File: config.mk
export PLATFORM = sky130hd
export DESIGN_NAME = mioc_gate_pattern_seq
export DESIGN_NICKNAME = d
export VERILOG_FILES = /design/src/rtl/mioc_gate_pkg.sv /design/src/rtl/mioc_sync.sv /design/src/rtl/mioc_gate_pattern_seq.sv
export SDC_FILE = /design/constraint.sdc
export NUM_CORES = 1
export LEC_CHECK = 0
export BUFFER_PORTS_ARGS = -buffer_cell sky130_fd_sc_hd__buf_4
export CAP_MARGIN = 25
export CELL_PAD_IN_SITES_DETAIL_PLACEMENT = 1
export CELL_PAD_IN_SITES_GLOBAL_PLACEMENT = 1
export CORE_ASPECT_RATIO = 0.9
export CORE_MARGIN = 4
export CORE_UTILIZATION = 41
export DETAILED_ROUTE_END_ITERATION = 12
export PLACE_DENSITY = 0.88
export RECOVER_POWER = 100
export SKIP_CTS_REPAIR_TIMING = 1
export SLEW_MARGIN = 20
export SYNTH_ARGS = -nofsm -noshare
export SYNTH_HDL_FRONTEND = slang
export SYNTH_SLANG_ARGS = --single-unit
File: constraint.sdc
create_clock -name clk -period 2.4 [get_ports clk]
set_clock_uncertainty 0.05 [all_clocks]
set_input_delay 0.24 -clock clk [delete_from_list [all_inputs] [get_ports clk]]
set_output_delay 0.24 -clock clk [all_outputs]
set_load 0.01 [all_outputs]
File: src/rtl/mioc_gate_pkg.sv
// Shared definitions for the MIOC single-gate pattern sequencer:
// function-select codes, FSM state encoding and the expected-output model.
package mioc_gate_pkg;

  localparam int unsigned MAX_IN = 8;

  typedef enum logic [2:0] {
    FUNC_NAND = 3'd0,
    FUNC_NOR  = 3'd1,
    FUNC_AND  = 3'd2,
    FUNC_OR   = 3'd3,
    FUNC_XOR  = 3'd4,
    FUNC_XNOR = 3'd5,
    FUNC_INV  = 3'd6,
    FUNC_RSVD = 3'd7
  } func_e;

  typedef enum logic [2:0] {
    ST_IDLE,
    ST_APPLY,
    ST_SETTLE,
    ST_SAMPLE,
    ST_LOG,
    ST_DONE
  } state_e;

  // Bits of pat above n_in are masked off; the unused code 7 falls back to NAND.
  function automatic logic expected_z(input logic [MAX_IN-1:0] pat,
                                      input int unsigned       n_in,
                                      input logic [2:0]        func);
    logic [MAX_IN-1:0] mask;
    logic [MAX_IN-1:0] p;
    mask = {MAX_IN{1'b1}} >> (MAX_IN - n_in);
    p    = pat & mask;
    case (func)
      FUNC_NOR:  return ~|p;
      FUNC_AND:  return &(p | ~mask);
      FUNC_OR:   return |p;
      FUNC_XOR:  return ^p;
      FUNC_XNOR: return ~^p;
      FUNC_INV:  return ~pat[0];
      default:   return ~&(p | ~mask);
    endcase
  endfunction

endpackage

File: src/rtl/mioc_sync.sv
// Multi-stage single-bit synchroniser for the asynchronous GUT output.
module mioc_sync
  import mioc_gate_pkg::*;
#(
  parameter int unsigned STAGES = 2
) (
  input  logic clk,
  input  logic rst,
  input  logic d,
  output logic q
);

  logic [STAGES-1:0] sr;

  always_ff @(posedge clk or posedge rst) begin
    if (rst) sr <= '0;
    else     sr <= {sr[STAGES-2:0], d};
  end

  assign q = sr[STAGES-1];

endmodule

File: src/rtl/mioc_gate_pattern_seq.sv
// Exhaustive input-pattern sequencer for single-gate characterisation:
// drives every input combination, samples the synchronised gate output and logs it.
module mioc_gate_pattern_seq
  import mioc_gate_pkg::*;
#(
  parameter int unsigned N_IN        = 2,
  parameter int unsigned SETTLE_CYC  = 4,
  parameter int unsigned SYNC_STAGES = 2
) (
  input  logic            clk,
  input  logic            rst,
  input  logic            start,
  input  logic            abort,
  input  logic [2:0]      func_sel,
  output logic [N_IN-1:0] gate_in,
  input  logic            gate_z,
  output logic            busy,
  output logic            done,
  output logic            pass,
  output logic [N_IN:0]   err_count,
  output logic            log_valid,
  input  logic            log_ready,
  output logic [N_IN-1:0] log_pattern,
  output logic            log_z,
  output logic            log_exp
);

  localparam int unsigned CW = (SETTLE_CYC > 1) ? $clog2(SETTLE_CYC) : 1;

  if (N_IN < 1 || N_IN > MAX_IN) begin : g_bad_n_in
    $error("mioc_gate_pattern_seq: N_IN must be 1..8");
  end
  if (SYNC_STAGES < 2) begin : g_bad_sync
    $error("mioc_gate_pattern_seq: SYNC_STAGES must be >= 2");
  end
  if (SETTLE_CYC < SYNC_STAGES + 1) begin : g_bad_settle
    $error("mioc_gate_pattern_seq: SETTLE_CYC must be >= SYNC_STAGES+1");
  end

  state_e          state;
  logic [N_IN-1:0] pattern;
  logic [2:0]      func_q;
  logic [CW-1:0]   settle_cnt;
  logic            z_sync;
  logic            exp_z;

  mioc_sync #(.STAGES(SYNC_STAGES)) u_sync (
    .clk (clk),
    .rst (rst),
    .d   (gate_z),
    .q   (z_sync)
  );

  always_comb exp_z = expected_z(MAX_IN'(pattern), N_IN, func_q);

  // done/pass/busy are registered on entry to DONE so the pulse lines up with
  // the final LOG handshake; the DONE cycle itself only retires the pulse.
  always_ff @(posedge clk or posedge rst) begin
    if (rst) begin
      state       <= ST_IDLE;
      pattern     <= '0;
      func_q      <= '0;
      settle_cnt  <= '0;
      gate_in     <= '0;
      busy        <= 1'b0;
      done        <= 1'b0;
      pass        <= 1'b0;
      err_count   <= '0;
      log_valid   <= 1'b0;
      log_pattern <= '0;
      log_z       <= 1'b0;
      log_exp     <= 1'b0;
    end else if (abort && state != ST_IDLE) begin
      state     <= ST_IDLE;
      gate_in   <= '0;
      busy      <= 1'b0;
      done      <= 1'b0;
      log_valid <= 1'b0;
    end else begin
      case (state)
        ST_IDLE: begin
          done <= 1'b0;
          if (start) begin
            func_q    <= func_sel;
            err_count <= '0;
            pattern   <= '0;
            busy      <= 1'b1;
            state     <= ST_APPLY;
          end
        end
        ST_APPLY: begin
          gate_in    <= pattern;
          settle_cnt <= CW'(SETTLE_CYC - 1);
          state      <= ST_SETTLE;
        end
        ST_SETTLE: begin
          if (settle_cnt == '0) state <= ST_SAMPLE;
          else                  settle_cnt <= settle_cnt - 1'b1;
        end
        ST_SAMPLE: begin
          log_pattern <= pattern;
          log_z       <= z_sync;
          log_exp     <= exp_z;
          log_valid   <= 1'b1;
          if (z_sync != exp_z) err_count <= err_count + 1'b1;
          state <= ST_LOG;
        end
        ST_LOG: begin
          if (log_ready) begin
            log_valid <= 1'b0;
            if (&pattern) begin
              done  <= 1'b1;
              pass  <= (err_count == '0);
              busy  <= 1'b0;
              state <= ST_DONE;
            end else begin
              pattern <= pattern + 1'b1;
              state   <= ST_APPLY;
            end
          end
        end
        ST_DONE: begin
          done  <= 1'b0;
          state <= ST_IDLE;
        end
        default: state <= ST_IDLE;
      endcase
    end
  end

endmodule

==> impl_results.md <==
* Outcome: completed
* Htree depth at 1
* Hold crit path type: input pin to flip-flop
* Fin cells at between 200 and 250
* Vias in the first global route at 1126
* Max_slew headroom at about two fifths
* Max-cap violations at 0
* Multi-input logic area at around 620 sq um
* Worst EP arrival at about 2400 ps
* Syn avg cell area at 9.16 sq um
* Cells after Synth at between 100 and 150
* CP cell instances: inv_1 > ha_1 > nor2b_1 > o32ai_1 > a211o_2 > mux2i_2 > mux2i_1
* Synth area leaders: dfrtp_1 47%, nand2_1 5.4%, ha_1 4.7%
* Residual DRC at 0
* CTS Buffer Depth at 2
* Fin crit share at 90.9%
* TritonCTS Buffers at 3
* GRT Residual Overflow at 0
* Die height at 61.8 um
* Clk sinks at 25
* FF/Latch Area at 626 sq um
* First-pass GRT wire length at 5480 um
* Yosys warnings at 0
* CTS tree: done
* RSZ-0062 raised after global routing: no
* Core Region at roughly 3000 sq um
* Synth cell types at 31
* Largest net degree at the start of global routing at 26
* Maximum clock frequency at about 460 MHz
* Root Buffer: clkbuf_4
* DP Worst Slack at approximately 280 ps
* Synthesized area at around 1300 sq um
* Post-detailed-routing wire length at between 3000 and 4000 um
* Final setup fails at 0
* FP Rows at 19
* GRT Total Usage at between 15 and 20%
* Crit end category: flip-flop
* Setup WS post-layout at around 220 ps
* Placed cells at 203
* Worst-margin pin slew at 897 ps
* WL/cell at approximately 15 um
* Drt via density at 5.22
* Startpoint types: flip-flop
* Die footprint at 4190 sq um
* Largest stage delay, worst path at 430 ps
* Placer Congestion at between 0.7 and 0.8
* Critical-path top delay cell: dfrtp_1
* LEAKAGE at roughly 0.70 nW
* Number of fill cells at roughly 370
* Register bit total from synthesis at 25
* Reg2reg setup slack at approximately 220 ps
* Total negative slack at 0 ps
* Nets at around 180
* I/O pin total at 22
* DP Wirelength at approximately 2300 um
* Synth Net Count at 158
* Clock latency on the worst-skew pair at ~340 ps
* Final Hold Fails at 0
* PwrDens at ~870 nW/um^2
* Via count at approximately 1.1k
* Reg clk slew, reported paths at 160 ps
* Synthesis-to-finish area growth at 15.4%
* Tmin final at about 2200 ps
* DRT Pass-1 Iters at 4
* 1st-iter DRT viols at 25
* Seq/Total Area, Yosys at between 40% and 50%
* N_diodes at 0
* Pins Over Slew Limit at 0
* Area share of the largest cell type after synthesis at 47.4%
* Share of layout cells above drive strength 1 at a little under an eighth
* Worst VDD drop at roughly 0.00056 V
* Final antenna-violating net count at 0
* Initial antenna violation count at 0
* Cell type with the largest total area after synthesis: dfrtp_1
* Die width at around 68 um
* Critical Path RT at between 2000 and 3000 ps
* CP Class: flip-flop to flip-flop
* Crit Path Max Fanout at 4
* IO Port Bufs at 21
* Initial core utilization at 43.0%
state kept, by name (all words and copies together), names as in the netlist, 2 cells and up:
| signal | count |
|---|---|
| u_sync.sr | 2 |
| state | 3 |
| log_pattern | 2 |
| settle_cnt | 2 |
| func_q | 3 |
| gate_in | 2 |
| pattern | 2 |
| err_count | 3 |
area by class of cell:
type / count / share of cell area (%)
clock buffer: 3 / 1.48
clock inverter: 1 / 0.576
inverter: 13 / 3.21
multi-input combinational: 100 / 40.7
sequential: 25 / 41.1
tap: 42 / 3.45
timing repair buffer: 26 / 9.46
worst paths after layout:
check	start	to	cells after the start
min in group asynchronous	rst	log_exp	3
worst min register to register	u_sync.sr[0]	u_sync.sr[1]	0
worst max-delay path	pattern[0]	err_count[0]	7
worst max register to register	pattern[0]	err_count[0]	7
max in group asynchronous	rst	state[1]	4
worst min-delay path	func_sel[1]	func_q[1]	2
cells by family after synthesis:
| kind of cell | share of synthesized area (%) |
|---|---|
| and+or+nand+nor | 21.3 |
| AOI/OAI and AO/OA | 12.1 |
| DFF | 47.4 |
| buffers and inverters | 5.60 |
| muxes | 8.16 |
| adders and majority gates | 4.74 |
| xor gates and xnor gates | 0.664 |
Yosys cell counts:
library cell / n
ha_1: 5
nor3_1: 2
nor4_1: 1
nand2_1: 19
mux2i_1: 6
mux2_2: 3
a21o_1: 1
nand3b_1: 3
nor3b_1: 1
inv_1: 13
nor2_1: 12
nand2b_1: 3
buf_2: 2
clkbuf_1: 4
nor2b_2: 1
o22ai_1: 1
o32ai_1: 2
a31oi_1: 2
a211o_2: 1
nor2b_1: 7
o21a_1: 1
o21ai_0: 12
mux2i_2: 1
or3_1: 2
dfrtp_1: 25
nand3_1: 4
xnor2_1: 1
o31ai_1: 1
nor4b_1: 1
nand4_1: 1
a21oi_1: 6
worst max-delay path, delay by kind of cell, from the launching register on:
kind / cells / cell delay [ps]
AND/OR/NAND/NOR: 1 / 140
AO/OA/AOI/OAI: 2 / 530
multiplexers: 2 / 530
adder cells (fa/ha/maj): 1 / 340
buffers and inverters: 1 / 100
flip-flops: 1 / 430
metal layers:
metal | wire length (um) | track usage, % | vias to the layer above
met5 | 0 | 0 | -
met1 | 1440 | 23.3 | 541
met4 | 29 | 6.80 | 0
met2 | 1640 | 29.8 | 18
li1 | - | - | 535
met3 | 74 | 1.62 | 3
where the power goes:
group / internal (W) / switching [W]
registers: 0.000518 / 0.000111
clock network: 0.0000681 / 0.000145
logic: 0.000214 / 0.000270
total: 0.000801 / 0.000526
stage by stage:
step           hold slack (ps)  instance area [sq um]  utilization (%)  total power (W)
6_report                  62.2                   1520             49.6          0.00133
5_1_grt                   51.9                   1520             49.6          0.00144
4_1_cts                  -67.9                   1550             50.6          0.00137
3_5_place_dp               300                   1520             49.5          0.00116
3_3_place_gp               286                   1520             49.5          0.00112
2_1_floorplan              217                   1320                -         0.000972
layout by cell type, fill, tap and decap left out, types with 4 or more instances in the layout:
cell,synthesis,routed
ha_1,5,5
dfrtp_1,25,25
mux2i_1,6,6
nand2_1,19,19
nand3_1,4,4
clkbuf_1,4,15
nor2_1,12,12
o21ai_0,12,12
inv_1,13,13
buf_4,0,7
clkbuf_4,0,5
a21oi_1,6,6
nor2b_1,7,7
Note: power is estimated with default switching activity, not from simulation.
